## config.mk

```make
export PLATFORM = sky130hd
export DESIGN_NAME = pair_pick_ctrl
export DESIGN_NICKNAME = d
export VERILOG_FILES = /design/src/rtl/pair_pick_ctrl.sv
export SDC_FILE = /design/constraint.sdc
export NUM_CORES = 1
export LEC_CHECK = 0
export ABC_CLOCK_PERIOD_IN_PS = 7000
export CELL_PAD_IN_SITES_DETAIL_PLACEMENT = 0
export CELL_PAD_IN_SITES_GLOBAL_PLACEMENT = 2
export CORE_UTILIZATION = 38
export CTS_BUF_LIST = sky130_fd_sc_hd__clkbuf_8
export CTS_CLUSTER_SIZE = 14
export DETAILED_ROUTE_END_ITERATION = 8
export DONT_BUFFER_PORTS = 1
export PLACE_DENSITY = 0.86
export RECOVER_POWER = 25
export REMOVE_ABC_BUFFERS = 1
export SLEW_MARGIN = 20
export SYNTH_ARGS = -nofsm -noshare
export SYNTH_HDL_FRONTEND = slang
export SYNTH_SLANG_ARGS = --single-unit
```

## constraint.sdc

```tcl
create_clock -name clk -period 7 [get_ports clk]
set_clock_uncertainty 0.15 [all_clocks]
set_input_delay 0.35 -clock clk [delete_from_list [all_inputs] [get_ports clk]]
set_output_delay 0.35 -clock clk [all_outputs]
set_load 0.02 [all_outputs]
```

## src/rtl/pair_pick_ctrl.sv

```systemverilog
// pair_pick_ctrl: cursor, button-edge and pick/sum sequencer for the two-card
// "pick and add" step. Walks IDLE -> FIRST -> SUM -> DONE, emits a one-cycle
// result/clear strobe and alternates the active player.
// Optional feature: define PICK_TIMEOUT_EN to abandon a first pick after
// TIMEOUT_CYCLES cycles in FIRST without a valid second pick.
module pair_pick_ctrl #(
    parameter int COLS           = 5,
    parameter int TIMEOUT_CYCLES = 1000
) (
    input  logic        clk,
    input  logic        rst,
    input  logic [2:0]  num,
    input  logic [39:0] status,
    input  logic [3:0]  buttons,
    input  logic        btn,
    output logic [3:0]  cursor,
    output logic [3:0]  first_index,
    output logic        sel_valid,
    output logic [3:0]  result,
    output logic        result_valid,
    output logic [9:0]  clear_mask,
    output logic        clear_en,
    output logic        player,
    output logic        error
);

    typedef enum logic [1:0] {
        IDLE,
        FIRST,
        SUM,
        DONE
    } state_t;

    localparam int         NUM_SLOTS = 10;
    localparam logic [3:0] COLS_W    = 4'(COLS);
    localparam logic [3:0] NO_SLOT   = 4'hF;

    state_t      state_q, state_d;
    logic [3:0]  cursor_q, cursor_d;
    logic [3:0]  first_q, first_d;
    logic [3:0]  second_q, second_d;
    logic [3:0]  val_a_q, val_a_d;
    logic [3:0]  val_b_q, val_b_d;
    logic [3:0]  result_q, result_d;
    logic        result_valid_q, result_valid_d;
    logic        clear_en_q, clear_en_d;
    logic [9:0]  clear_mask_q, clear_mask_d;
    logic        player_q, player_d;
    logic        error_q, error_d;
    logic        sel_valid_q, sel_valid_d;
    logic [3:0]  buttons_hist_q;
    logic        btn_hist_q;

    logic [3:0]  dir_ev;
    logic        confirm_ev;
    logic [3:0]  num_eff;
    logic [3:0]  last_col;
    logic        cur_row;
    logic [3:0]  cur_col;
    logic [3:0]  col_c;
    logic        new_row;
    logic [3:0]  new_col;
    logic [3:0]  moved_cursor;
    logic [3:0]  cur_val;
    logic        valid_second;
    logic [4:0]  pair_sum;
    logic        timeout_hit;

    assign dir_ev     = buttons & ~buttons_hist_q;
    assign confirm_ev = btn & ~btn_hist_q;

    // Effective column count: 0 behaves as 1, anything above COLS clamps to COLS.
    always_comb begin
        // NOTE: every combinational output gets a default first so no latch is inferred.
        num_eff = {1'b0, num};
        if (num == 3'd0) begin
            num_eff = 4'd1;
        end else if ({1'b0, num} > COLS_W) begin
            num_eff = COLS_W;
        end
    end

    // Card value under the cursor, selected slot by slot from the packed status bus.
    always_comb begin
        cur_val = 4'd0;
        for (int s = 0; s < NUM_SLOTS; s++) begin
            if (cursor_q == 4'(s)) begin
                cur_val = status[4*s +: 4];
            end
        end
    end

    // Next cursor position: clamp a stale column first, then apply the highest-priority move.
    always_comb begin
        last_col = num_eff - 4'd1;
        cur_row  = (cursor_q >= COLS_W);
        cur_col  = cur_row ? (cursor_q - COLS_W) : cursor_q;
        col_c    = (cur_col >= num_eff) ? last_col : cur_col;
        new_row  = cur_row;
        new_col  = col_c;
        if (dir_ev[0] || dir_ev[1]) begin
            new_row = ~cur_row;
        end else if (dir_ev[2]) begin
            if (col_c == 4'd0) begin
                new_row = ~cur_row;
                new_col = last_col;
            end else begin
                new_col = col_c - 4'd1;
            end
        end else if (dir_ev[3]) begin
            if (col_c == last_col) begin
                new_row = ~cur_row;
                new_col = 4'd0;
            end else begin
                new_col = col_c + 4'd1;
            end
        end
        moved_cursor = new_row ? (new_col + COLS_W) : new_col;
    end

`ifdef PICK_TIMEOUT_EN
    localparam int TW = (TIMEOUT_CYCLES > 1) ? $clog2(TIMEOUT_CYCLES + 1) : 1;

    logic [TW-1:0] tmo_q, tmo_d;

    // Second-pick timer: cleared on entry to FIRST, counts every cycle spent there.
    always_comb begin
        timeout_hit = (state_q == FIRST) && (tmo_q == TW'(TIMEOUT_CYCLES - 1));
        tmo_d       = ((state_q == FIRST) && (state_d == FIRST)) ? tmo_q + TW'(1) : '0;
    end

    // Timer register.
    always_ff @(posedge clk) begin
        if (rst) begin
            tmo_q <= '0;
        end else begin
            tmo_q <= tmo_d;
        end
    end
`else
    logic unused_timeout;

    assign timeout_hit    = 1'b0;
    assign unused_timeout = ^TIMEOUT_CYCLES;
`endif

    // Pick sequencer: next state plus every registered output for the coming cycle.
    always_comb begin
        state_d        = state_q;
        cursor_d       = cursor_q;
        first_d        = first_q;
        second_d       = second_q;
        val_a_d        = val_a_q;
        val_b_d        = val_b_q;
        result_d       = result_q;
        player_d       = player_q;
        result_valid_d = 1'b0;
        clear_en_d     = 1'b0;
        clear_mask_d   = '0;
        error_d        = 1'b0;
        valid_second   = confirm_ev && (cursor_q != first_q) && (cur_val != 4'd0);
        pair_sum       = {1'b0, val_a_q} + {1'b0, val_b_q};

        case (state_q)
            IDLE: begin
                cursor_d = moved_cursor;
                if (confirm_ev) begin
                    if (cur_val != 4'd0) begin
                        first_d = cursor_q;
                        val_a_d = cur_val;
                        state_d = FIRST;
                    end else begin
                        error_d = 1'b1;
                    end
                end
            end
            FIRST: begin
                cursor_d = moved_cursor;
                if (valid_second) begin
                    second_d = cursor_q;
                    val_b_d  = cur_val;
                    state_d  = SUM;
                end else begin
                    error_d = confirm_ev || timeout_hit;
                    if (timeout_hit) begin
                        first_d = NO_SLOT;
                        state_d = IDLE;
                    end
                end
            end
            SUM: begin
                if (pair_sum >= 5'd30) begin
                    result_d = 4'(pair_sum - 5'd30);
                end else if (pair_sum >= 5'd20) begin
                    result_d = 4'(pair_sum - 5'd20);
                end else if (pair_sum >= 5'd10) begin
                    result_d = 4'(pair_sum - 5'd10);
                end else begin
                    result_d = pair_sum[3:0];
                end
                result_valid_d = 1'b1;
                clear_en_d     = 1'b1;
                clear_mask_d   = (10'd1 << first_q) | (10'd1 << second_q);
                player_d       = ~player_q;
                cursor_d       = 4'd0;
                first_d        = NO_SLOT;
                state_d        = DONE;
            end
            DONE: begin
                state_d = IDLE;
            end
            default: begin
                state_d = IDLE;
            end
        endcase

        sel_valid_d = (state_d == FIRST);
    end

    // State, output and edge-history registers with synchronous reset.
    always_ff @(posedge clk) begin
        // NOTE: non-blocking assignments so every flop samples pre-edge values.
        if (rst) begin
            state_q        <= IDLE;
            cursor_q       <= 4'd0;
            first_q        <= NO_SLOT;
            second_q       <= NO_SLOT;
            val_a_q        <= 4'd0;
            val_b_q        <= 4'd0;
            result_q       <= 4'd0;
            result_valid_q <= 1'b0;
            clear_en_q     <= 1'b0;
            clear_mask_q   <= '0;
            player_q       <= 1'b0;
            error_q        <= 1'b0;
            sel_valid_q    <= 1'b0;
            buttons_hist_q <= 4'd0;
            btn_hist_q     <= 1'b0;
        end else begin
            state_q        <= state_d;
            cursor_q       <= cursor_d;
            first_q        <= first_d;
            second_q       <= second_d;
            val_a_q        <= val_a_d;
            val_b_q        <= val_b_d;
            result_q       <= result_d;
            result_valid_q <= result_valid_d;
            clear_en_q     <= clear_en_d;
            clear_mask_q   <= clear_mask_d;
            player_q       <= player_d;
            error_q        <= error_d;
            sel_valid_q    <= sel_valid_d;
            buttons_hist_q <= buttons;
            btn_hist_q     <= btn;
        end
    end

    assign cursor       = cursor_q;
    assign first_index  = first_q;
    assign sel_valid    = sel_valid_q;
    assign result       = result_q;
    assign result_valid = result_valid_q;
    assign clear_mask   = clear_mask_q;
    assign clear_en     = clear_en_q;
    assign player       = player_q;
    assign error        = error_q;

endmodule
```

======== Word-level counts from Yosys, hierarchy flattened ========
Index checks and enable logic that the tools add are counted.
operators by class
  add/sub/neg operators ................... 9
  magnitude comparators ................... 6
  equality and inequality tests ........... 17
  shift-type cells ........................ 2
  mux-type cells .......................... 41
  bitwise logic cells ..................... 8
  reductions and logical operators ........ 15
operators with widths
  cell                  count
  $mux 4                24
  $shl 1x4->10 const A  2
  $eq 4x3->1 const B    4
  $pmux 4 s2            2
  $ge 5x5->1 const B    2
  $or 10x10->10         1
  $mux 1                9
  $eq 4x2->1 const B    2
  $eq 4x4->1 const B    2
  $logic_not 4->1       2
  $pmux 2 s4            1
  $sub 4x1->4 const B   2
  $sub 4x3->4 const B   2
  $sub 4x4->4 const B   2
  $mux 2                3
  $reduce_and 3->1      2
  $add 4x4->5           1
  $ge 5x4->1 const B    1
  $add 4x1->4 const B   1
  $add 4x3->4 const B   1
  $and 4x4->4           1
  $eq 2x1->1 const B    2
  $eq 2x2->1 const B    2
  $eq 4x1->1 const B    1
  19 further kinds      26
storage, ports and cells
  register bits ........................... 45
  output and inout bits ................... 27
  logic and storage cells ................. 112

======== Depth between registers and ports, before layout ========
Gate-level depths: netlist (run 1).
  depth in word-level cells ............... 16
  depth in mapped cells ................... 23

======== Worst setup path before layout (run 1) ========
OpenSTA, ideal clock, no wires.
  path type ............................... register to register
  start ................................... register cursor_q[1] (netlist: cursor[1])
  end ..................................... register cursor_q[2] (netlist: cursor[2])
  setup time .............................. 0.062 ns
  arrival time ............................ 5.098 ns
  slack ................................... 1.690 ns
  stages on the path, launching flop included .. 23
  cell sequence ........................... dfxtp_1 inv_1 ha_1 buf_4 buf_6 nand2b_4 a211oi_1 or2_2 inv_1 ha_1 o21ai_0 o32ai_2 a311oi_4 mux2_2 inv_2 ha_1 nand2_1 mux2i_1 mux2i_1 a221o_1 ha_1 or4_1 nand3_1
on the way
  cells in the longest elaborated chain, start to end .. 12
  elaborated cells between the ends (all ways) .. 23
  those cells by class .................... add/sub: 4; order compare: 2; eq/ne: 1; mux: 14; bitwise: 1; reduce/logical: 1
ends and longest elaborated chain
  element                                           RTL line  RTL
  start, declared                                   39        logic [3:0] cursor_q, cursor_d;
  start signal, assigned                            241       cursor_q <= cursor_d;
  $sub 4x3->4 / $ge 4x3->1 (equally long branches)  97, 96
  $mux 4                                            97        cur_col = cur_row ? (cursor_q - COLS_W) : cursor_q;
  $ge 4x4->1                                        98        col_c = (cur_col >= num_eff) ? last_col : cur_col;
  $mux 4                                            98
  $add 4x1->4 / $eq 4x4->1 (equally long branches)  115, 111
  $mux 4                                            111       if (col_c == last_col) begin
  $mux 4                                            110       end else if (dir_ev[3]) begin
  $mux 4                                            103       end else if (dir_ev[2]) begin
  $mux 4                                            101       if (dir_ev[0] || dir_ev[1]) begin
  $add 4x3->4                                       118       moved_cursor = new_row ? (new_col + COLS_W) : new_col;
  $mux 4 (*)                                        118
  $pmux 4 s2 (*)                                    164       case (state_q)
Mark *: on every way between the ends. The rest lies on a longest branch, timed or not.
A chain may end at the register's enable or synchronous reset.

======== Worst setup path after layout (run 1) ========
Ends and elaborated chain as after synthesis.

==> summary.md, run 1 <==
| Metric | Value |
|---|---|
| Status | `finished clean` |
| Starting DRC count in detailed routing | `93` |
| Final wirelength | `between 7000 and 8000 um` |
| Setup TNS | `0 ns` |
| Worst hold-check path type | `in -> reg` |
| # clock sinks | `45` |
| PortBufs | `0` |
| Via count | `around 2,700` |
| Setup bufs post-CTS | `0` |
| Design Area, Final | `about 3400 sq um` |
| Final core utilization | `41.1%` |
| Final Power | `approximately 1.5 mW` |
| Fill cell count | `roughly 860` |
| Cell variety after synth | `72` |
| Worst Path Arrival | `~6 ns` |
| # resized after CTS | `0` |
| Combinational Power Share | `60.1%` |
| Critical path capture point type | `flop` |
| Die H | `95.4 um` |
| Placed cell area | `3300 sq um` |
| Max clock buf depth | `2` |
| Synth warnings | `0` |
| Worst skew pair latency | `roughly 0.30 ns` |
| Minimum clock period | `5.92 ns` |
| Switch Pwr | `0.717 mW` |
| Crit path max fanout | `18` |
| Internal power | `0.809 mW` |
| Row cnt | `33` |
| R2r startpoint | `cursor[1]$_SDFFE_PP0P_` |
| Gpl congestion | `approximately 0.85` |
| Crit path launch type | `flop` |
| Vias in the first global route | `2,620` |
| R2R depth | `20` |
| Die width | `95.4 um` |
| WP data required | `7.09 ns` |
| EDFF count, synth | `0` |
| Detailed Routing Iterations Pass 1 | `4` |
| Post-Layout Cell Count | `~500` |
| Hold EP | `buttons_hist_q[3]$_SDFF_PP0_` |
| Max Cap Violations | `0` |
| Worst-Margin Slew | `0.847 ns` |
| Final period utilization | `between 80% and 90%` |
| CTS tree | `yes` |
| Slack of the critical path | `1.08 ns` |
| Post-place setup slack | `1.11 ns` |
| Sw frac | `between 40% and 50%` |
| Clock Power Share | `13.1%` |
| CTS H-tree lvls | `2` |
| Hold Slack | `between 0.03 and 0.04 ns` |
| Fmax | `169 MHz` |
| Initial Utilization | `between 30% and 40%` |
| Unrepaired setup endpoints after global routing | `no` |
| Sequential-to-total area share from yosys stat | `27.2%` |
| Diode count | `0` |
| Total congestion overflow | `0` |
| Die ar. | `slightly above 9000 sq um` |
| Commonest cells after routing, fill and taps aside | `47 x nor2_1, 45 x dfxtp_1, 32 x nand2_1` |
| Inserted Clock Buffers | `5` |
| Final hold viol count | `0` |
| Register share of total power | `26.8%` |
| Final setup vio count | `0` |
| R2R Path End | `cursor[2]$_SDFFE_PP0P_` |
| Leak pwr | `roughly 1.4 nW` |
| Worst Path Class, Setup | `reg -> reg` |
| Post-synth ARST share | `0%` |
| Reg clk slew, reported paths | `around 0.08 ns` |
| Hold path start | `buttons[3]` |
| Post-Syn Instances | `401` |
| Mapped Area | `3310 sq um` |
| Rel. slew slack | `43.4%` |
| I/O Pins | `77` |
| First-pass GRT wire length | `12,800 um` |
| Peak supply drop | `0.214 mV` |
| FF+latch count, synth | `45` |
| WL/cell | `15.9 um` |
| Reg2Reg Setup Slack | `1.08 ns` |
| Layout cell share with drive strength beyond 1 | `7.69%` |
| Commonest non-fill, non-tap cell in the layout | `nor2_1` |
| Largest net degree at the start of global routing | `21` |
| Clock Tree Root | `clkbuf_8` |
| Initial antenna violation count | `0` |
| Pins over their slew limit | `0` |
| Layout area overhead | `3.40%` |
| Hold Crit Depth | `1` |
| Predominant post-synthesis flop cell | `dfxtp_1` |
| NumNets Final | `461` |
| Global Route Usage Sum | `18.0%` |
| Vias per cell | `roughly 5.5` |
| DRC errors left | `0` |
| Avg Cell Area, Syn | `8.26 sq um` |
| Antenna Nets Post-Route | `0` |
| Dpl hpwl | `5720 um` |
| Area of the core | `between 8000 and 9000 sq um` |
| Dpl cells | `486` |
| PwrDens | `445 nW/um^2` |
## how the worst max path moves through the flow
stage | start | to | cells past startpoint
floorplan | cursor[1]$_SDFFE_PP0P_ | cursor[2]$_SDFFE_PP0P_ | 20
global placement | cursor[1]$_SDFFE_PP0P_ | cursor[2]$_SDFFE_PP0P_ | 20
finish | cursor[1]$_SDFFE_PP0P_ | cursor[2]$_SDFFE_PP0P_ | 20
CTS | cursor[1]$_SDFFE_PP0P_ | cursor[2]$_SDFFE_PP0P_ | 20
global route | cursor[1]$_SDFFE_PP0P_ | cursor[2]$_SDFFE_PP0P_ | 20
detailed placement | cursor[1]$_SDFFE_PP0P_ | cursor[2]$_SDFFE_PP0P_ | 20
## kinds of logic (layout without fill, tap and decap cells)
family | count (synthesis) | in the layout | synth area share, %
buffers and inverters | 48 | 37 | 7.86
AND/OR/NAND/NOR | 157 | 157 | 24.8
adder cells (fa/ha/maj) | 22 | 22 | 8.54
XOR/XNOR | 14 | 14 | 4.12
flip-flops | 45 | 45 | 27.2
multiplexers | 19 | 19 | 5.82
AO/OA/AOI/OAI | 96 | 96 | 21.7
## sequential cells by signal, summed over array words and instances, names as in the netlist
name,cells
cursor,4
first_index,4
state_q,2
second_q,4
clear_mask,10
error,1
player,1
btn_hist_q,1
val_a_q,4
val_b_q,4
sel_valid,1
buttons_hist_q,4
clear_en,1
result,4
## per-layer routing
| layer | up-vias | wire length (um) | global-route usage, % |
|---|---|---|---|
| met1 | 1277 | 3920 | 23.9 |
| met4 | 0 | 29 | 2.53 |
| met2 | 41 | 3560 | 30.2 |
| li1 | 1404 | - | - |
| met5 | - | 0 | 0 |
| met3 | 4 | 337 | 3.99 |
## power groups by stage
stage / sequential [mW] / combinational, mW / clock (mW)
2_1_floorplan: 0.404 / 0.718 / 0
3_3_place_gp: 0.414 / 0.902 / 0
3_5_place_dp: 0.414 / 0.913 / 0
4_1_cts: 0.408 / 0.922 / 0.205
5_1_grt: 0.418 / 1.03 / 0.216
6_report: 0.408 / 0.918 / 0.199
## cell type report
type,instances,area [sq um],area share (%)
Clock buffer,5,68.8,2.01
Multi-Input combinational cell,308,2150,62.8
Sequential cell,45,901,26.3
Inverter,24,90.1,2.63
Tap cell,105,131,3.84
Timing Repair Buffer,5,40.0,1.17
Clock inverter,3,42.5,1.24
## synth_stat cells (7+ instances only)
| cell | instances | share of area [%] |
|---|---|---|
| a21oi_1 | 24 | 3.6 |
| nor2b_1 | 13 | 2.5 |
| o21ai_0 | 10 | 1.5 |
| mux2i_1 | 17 | 5.1 |
| clkbuf_1 | 11 | 1.2 |
| inv_1 | 23 | 2.6 |
| a31oi_1 | 7 | 1.3 |
| xnor2_1 | 7 | 1.9 |
| ha_1 | 21 | 7.9 |
| nor2_1 | 47 | 5.3 |
| nand2_1 | 32 | 3.6 |
| nor3_1 | 10 | 1.5 |
| nand2b_1 | 14 | 2.6 |
| dfxtp_1 | 45 | 27 |
## repair_timing
action                     in CTS  in global routing
hold endpoints to repair       20                  0
setup endpoints to repair       0                  0
hold buffers                    1                  0
## worst max-delay path, cell delays in order (launching register included)
cell and delay (ns):
dfxtp_1 0.66, inv_1 0.17, ha_1 0.45, nand2b_4 0.26
a211oi_1 0.36, or2_2 0.19, inv_1 0.05, ha_1 0.26
o21ai_0 0.19, o32ai_2 0.12, a311oi_4 0.51, mux2_2 0.45
inv_2 0.08, ha_1 0.24, nand2_1 0.07, mux2i_1 0.36
mux2i_1 0.13, a221o_1 0.34, ha_1 0.22, or4_1 0.51
nand3_1 0.09
Power figures use the tool's default switching activity.
==> run 2, diff against run 1 <==
ABC_CLOCK_PERIOD_IN_PS = 5750   (was 7000)
clock period = 5.75 ns   (was 7 ns; I/O delays follow)
==> summary.md, run 2 (synthesized netlist as in run 1, its figures left out) <==
| Metric | Value |
|---|---|
| Row cnt | `33 (unchanged)` |
| Antenna Nets Post-Route | `0 (unchanged)` |
| Via count | `2,802 (was 2,726)` |
| Unrepaired setup endpoints after global routing | `no (unchanged)` |
| Clock Tree Root | `clkbuf_8 (unchanged)` |
| Final hold viol count | `0 (unchanged)` |
| Fill cell count | `865 (was 857)` |
| Dpl cells | `490 (was 486)` |
| PortBufs | `0 (unchanged)` |
| Pins over their slew limit | `0 (unchanged)` |
| Layout area overhead | `5.48% (was 3.40%)` |
| DRC errors left | `0 (unchanged)` |
| Status | `finished clean (unchanged)` |
| Placed cell area | `3330 sq um (was 3300 sq um)` |
| Starting DRC count in detailed routing | `106 (was 93)` |
| Worst-Margin Slew | `0.910 ns (was 0.847 ns)` |
| Final setup vio count | `0 (unchanged)` |
| Gpl congestion | `0.868 (was 0.848)` |
| Post-Layout Cell Count | `505 (was 495)` |
| CTS tree | `yes (unchanged)` |
| Rel. slew slack | `39.1% (was 43.4%)` |
| Hold Slack | `0.0118 ns (was 0.0306 ns)` |
| Crit path cell chain | `inv_1 > ha_1 > nor2b_4 > o21ai_0 > or2_2 > inv_1 > ha_1 > o21ai_0 > o32ai_2 > a311oi_4 > mux2_2 > inv_2 > ha_1 > nand2_1 > mux2i_1 > mux2i_1 > a221o_1 > ha_1 > or4_1 > nand3_1 (was inv_1 > ha_1 > nand2b_4 > a211oi_1 > or2_2 > inv_1 > ha_1 > o21ai_0 > o32ai_2 > a311oi_4 > mux2_2 > inv_2 > ha_1 > nand2_1 > mux2i_1 > mux2i_1 > a221o_1 > ha_1 > or4_1 > nand3_1)` |
| Final core utilization | `41.9% (was 41.1%)` |
| PwrDens | `528 nW/um^2 (was 445 nW/um^2)` |
| Layout cell share with drive strength beyond 1 | `8.50% (was 7.69%)` |
| Diode count | `0 (unchanged)` |
| Worst hold-check path type | `in -> reg (unchanged)` |
| Crit path max fanout | `9 (was 18)` |
| Setup bufs post-CTS | `0 (unchanged)` |
| # clock sinks | `45 (unchanged)` |
| Initial Utilization | `39.7% (unchanged)` |
| Worst Path Class, Setup | `reg -> reg (unchanged)` |
| Initial antenna violation count | `0 (unchanged)` |
| CP most frequent cell | `ha_1 (unchanged)` |
| Total congestion overflow | `0 (unchanged)` |
| Slowest stage delay, CP | `0.53 ns (was 0.66 ns)` |
| Minimum clock period | `5.32 ns (was 5.92 ns)` |
| Post-place setup slack | `0.504 ns (was 1.11 ns)` |
| Vias in the first global route | `2,737 (was 2,620)` |
| Die H | `95.4 um (unchanged)` |
| Global Route Usage Sum | `18.4% (was 18.0%)` |
| Area of the core | `8340 sq um (unchanged)` |
| WP data required | `5.85 ns (was 7.09 ns)` |
| Max reg flops | `10 (unchanged)` |
| Setup TNS | `0 ns (unchanged)` |
| Detailed Routing Iterations Pass 1 | `4 (unchanged)` |
| Worst skew pair latency | `0.30 ns (about the same)` |
| Design Area, Final | `3490 sq um (was 3420 sq um)` |
| Final Power | `1.85 mW (was 1.53 mW)` |
| Die width | `95.4 um (unchanged)` |
| I/O Pins | `77 (unchanged)` |
| Critical path capture point type | `flop (unchanged)` |
| Crit path launch type | `flop (unchanged)` |
| Reg clk slew, reported paths | `0.09 ns (was 0.08 ns)` |
| WL/cell | `15.6 um (was 15.9 um)` |
| Fmax | `188 MHz (was 169 MHz)` |
| Largest net degree at the start of global routing | `24 (was 21)` |
| Worst Path Arrival | `5.42 ns (was 6.01 ns)` |
| CTS H-tree lvls | `2 (unchanged)` |
| Inserted Clock Buffers | `5 (unchanged)` |
| Max clock buf depth | `2 (unchanged)` |
| Final period utilization | `92.5% (was 84.6%)` |
| First-pass GRT wire length | `13,100 um (was 12,800 um)` |
| Commonest non-fill, non-tap cell in the layout | `nor2_1 (unchanged)` |
| Slack of the critical path | `0.429 ns (was 1.08 ns)` |
| Dpl hpwl | `5820 um (was 5720 um)` |
| Max Cap Violations | `0 (unchanged)` |
| Leak pwr | `1.40 nW (was 1.37 nW)` |
| Vias per cell | `5.55 (was 5.51)` |
| Final wirelength | `7900 um (was 7850 um)` |
| Die ar. | `9090 sq um (unchanged)` |
| Peak supply drop | `0.258 mV (was 0.214 mV)` |
| Commonest cells after routing, fill and taps aside | `47 x nor2_1, 45 x dfxtp_1, 32 x nand2_1 (unchanged)` |
| Slowest-stage cell, CP | `a311oi_4 (was dfxtp_1)` |
| NumNets Final | `471 (was 461)` |
[run 2: cell type report]
type / instances / area, sq um / share of cell area (%)
clock buffer: 5 / 68.8 / 1.97
tap: 105 / 131 / 3.76
inverter: 24 / 90.1 / 2.58
clock inverter: 3 / 25.0 / 0.716
sequential: 45 / 901 / 25.8
timing repair buffer: 15 / 126 / 3.62
multi-input combinational: 308 / 2150 / 61.6
[run 2: worst max-delay path, delay by kind of cell (launching register included)]
| kind | cells | cell delay [ns] |
|---|---|---|
| compound gates | 5 | 1.38 |
| simple gates | 5 | 1.25 |
| fa+ha+maj | 4 | 0.91 |
| flops | 1 | 0.33 |
| buf+inv | 3 | 0.29 |
| mux | 3 | 0.96 |
[run 2: layer usage]
layer  global-route usage, %  share of wire, %  vias to the layer above
met2                    30.4                46                       52
met4                    4.29              0.91                        0
met1                    24.0                49                     1316
met3                    4.31               4.5                       10
li1                        -                 -                     1424
met5                       0                 0                        -
[run 2: path summary, 6_finish.rpt]
check | from | endpoint | slack (ns) | cells after the start
worst min-delay path | rst | sel_valid$_SDFF_PP0_ | 0.01 | 3
worst max-delay path | cursor[0]$_SDFFE_PP0P_ | cursor[2]$_SDFFE_PP0P_ | 0.43 | 20
worst min register to register | val_a_q[2]$_SDFFE_PP0P_ | val_a_q[2]$_SDFFE_PP0P_ | 0.32 | 2
worst max register to register | cursor[0]$_SDFFE_PP0P_ | cursor[2]$_SDFFE_PP0P_ | 0.43 | 20
[run 2: timing repair]
| item | 4_1_cts | 5_1_grt |
|---|---|---|
| hold buffers | 7 | 0 |
| gates resized for setup | 0 | 0 |
| endpoints found under the hold margin | 24 | 0 |
[run 2: where the power goes]
part           switching (mW)  leakage, nW  internal, mW
logic                   0.662        0.983         0.501
clock network           0.117       0.0452        0.0887
registers               0.108        0.367         0.370
==> run 3, diff against run 2 <==
CORE_MARGIN = 2   (was unset)
CTS_CLUSTER_DIAMETER = 120   (was unset)
SLEW_MARGIN = 40   (was 20)
==> summary.md, run 3 (synthesized netlist as in run 1, its figures left out) <==
| Metric | Value |
|---|---|
| Row cnt | `34 (was 33)` |
| PwrDens | `535 nW/um^2 (was 528 nW/um^2)` |
| Initial Utilization | `38.5% (was 39.7%)` |
| Gpl congestion | `0.878 (was 0.868)` |
| Critical path capture point type | `flop (unchanged)` |
| Pins over their slew limit | `0 (unchanged)` |
| Vias in the first global route | `2,814 (was 2,737)` |
| Worst skew pair latency | `0.30 ns (about the same)` |
| Layout area overhead | `6.31% (was 5.48%)` |
| Reg clk slew, reported paths | `0.10 ns (was 0.09 ns)` |
| Antenna Nets Post-Route | `0 (unchanged)` |
| # clock sinks | `45 (unchanged)` |
| Worst Path Arrival | `5.30 ns (was 5.42 ns)` |
| Max reg flops | `10 (unchanged)` |
| Final setup vio count | `0 (unchanged)` |
| Global Route Usage Sum | `17.3% (was 18.4%)` |
| Starting DRC count in detailed routing | `190 (was 106)` |
| Diode count | `0 (unchanged)` |
| Largest net degree at the start of global routing | `26 (was 24)` |
| Hold Crit Depth | `2 (was 3)` |
| R2R depth | `21 (was 20)` |
| DRC errors left | `0 (unchanged)` |
| Final hold viol count | `0 (unchanged)` |
| Crit path launch type | `flop (unchanged)` |
| Status | `finished clean (unchanged)` |
| Max Cap Violations | `0 (unchanged)` |
| WP data required | `5.84 ns (was 5.85 ns)` |
| Total congestion overflow | `0 (unchanged)` |
| Max clock buf depth | `2 (unchanged)` |
| Multi-input gate area | `2150 sq um (unchanged)` |
| Rel. slew slack | `51.7% (was 39.1%)` |
| Commonest non-fill, non-tap cell in the layout | `nor2_1 (unchanged)` |
| Area of the core | `8590 sq um (was 8340 sq um)` |
| Via count | `2,832 (was 2,802)` |
| # resized after CTS | `0 (unchanged)` |
| I/O Pins | `77 (unchanged)` |
| Die H | `97.4 um (was 95.4 um)` |
| Worst-Margin Slew | `0.723 ns (was 0.910 ns)` |
| Final period utilization | `90.6% (was 92.5%)` |
| Unrepaired setup endpoints after global routing | `no (unchanged)` |
| PortBufs | `0 (unchanged)` |
| WL/cell | `15.8 um (was 15.6 um)` |
| Fill cell count | `893 (was 865)` |
| Setup TNS | `0 ns (unchanged)` |
| Crit path max fanout | `9 (unchanged)` |
| Minimum clock period | `5.21 ns (was 5.32 ns)` |
| Die width | `97.4 um (was 95.4 um)` |
| Vias per cell | `5.56 (was 5.55)` |
| Initial antenna violation count | `0 (unchanged)` |
| Final Power | `1.88 mW (was 1.85 mW)` |
| NumNets Final | `472 (was 471)` |
| Inserted Clock Buffers | `5 (unchanged)` |
| CTS tree | `yes (unchanged)` |
| Peak supply drop | `0.190 mV (was 0.258 mV)` |
| Clock Tree Root | `clkbuf_8 (unchanged)` |
| Worst hold-check path type | `in -> reg (unchanged)` |
| Commonest cells after routing, fill and taps aside | `47 x nor2_1, 45 x dfxtp_1, 32 x nand2_1 (unchanged)` |
| Seq. cell area | `901 sq um (unchanged)` |
| Die ar. | `9480 sq um (was 9090 sq um)` |
| Layout cell share with drive strength beyond 1 | `8.98% (was 8.50%)` |
| Final wirelength | `8030 um (was 7900 um)` |
| Detailed Routing Iterations Pass 1 | `4 (unchanged)` |
| Hold Slack | `0.0169 ns (was 0.0118 ns)` |
| CTS H-tree lvls | `2 (unchanged)` |
| Leak pwr | `1.42 nW (was 1.40 nW)` |
| First-pass GRT wire length | `13,600 um (was 13,100 um)` |
| Dpl hpwl | `5780 um (was 5820 um)` |
| Fmax | `192 MHz (was 188 MHz)` |
| Worst Path Class, Setup | `reg -> reg (unchanged)` |
==> run 3: changes by cell type in the layout (fill, tap and decap cells not counted), sizes merged <==
cell	previous run	this run
clkinvlp	1	0
clkbuf	6	5
inv	26	25
clkinv	0	1
dlygate4sd3	7	6
bufinv	0	1
buf	7	10
==> run 3: report_power, final <==
group          total (mW)  switching, mW  internal (mW)
registers           0.476          0.106          0.370
logic                1.17          0.658          0.512
clock network       0.239          0.110          0.129
==> run 3: cell type report <==
type	count	share of cell area, %
clock buffer	5	1.95
clock inverter	3	1.21
inverter	24	2.56
multi-input combinational	308	61.1
sequential	45	25.6
tap	108	3.84
timing repair buffer	16	3.77
==> run 3: critical path, cell delays in order, from the launching register on <==
cell	delay, ns
dfxtp_1	0.33
inv_1	0.07
ha_1	0.29
nand2b_4	0.19
a211oi_1	0.35
or2_2	0.19
inv_1	0.05
ha_1	0.27
o21ai_0	0.21
o32ai_2	0.12
a311oi_4	0.26
buf_4	0.21
mux2_2	0.40
inv_2	0.08
ha_1	0.24
nand2_1	0.08
mux2i_1	0.37
mux2i_1	0.13
a221o_1	0.34
ha_1	0.22
or4_1	0.51
nand3_1	0.09
==> run 3: worst paths after layout <==
kind / startpoint / endpoint / slack, ns
min reg2reg: val_a_q[2]$_SDFFE_PP0P_ / val_a_q[2]$_SDFFE_PP0P_ / 0.33
min: rst / second_q[2]$_SDFFE_PP1P_ / 0.02
max: cursor[1]$_SDFFE_PP0P_ / cursor[2]$_SDFFE_PP0P_ / 0.54
max reg2reg: cursor[1]$_SDFFE_PP0P_ / cursor[2]$_SDFFE_PP0P_ / 0.54
==> run 3: stage by stage <==
| step | utilization (%) | instances | worst slack [ns] | instance area (sq um) |
|---|---|---|---|---|
| CTS | 41.0 | 509 | 0.589 | 3530 |
| floorplan | - | 377 | 0.478 | 3140 |
| global placement | 38.9 | 494 | 0.739 | 3340 |
| finish | 41.0 | 509 | 0.540 | 3520 |
| detailed placement | 38.9 | 494 | 0.608 | 3340 |
| global route | 41.0 | 509 | 0.137 | 3520 |
==> run 3: what timing repair did <==
item / in CTS / in global routing
endpoints found under the hold margin: 26 / 0
hold buffers: 7 / 0
setup buffers: 0 / 0
==> run 3: per-layer routing <==
metal,GRT usage (%),vias to the layer above,routed length (um)
met4,3.53,0,39
met1,23.0,1325,3800
met3,3.74,6,395
li1,-,1427,-
met2,29.0,74,3800
met5,0,-,0
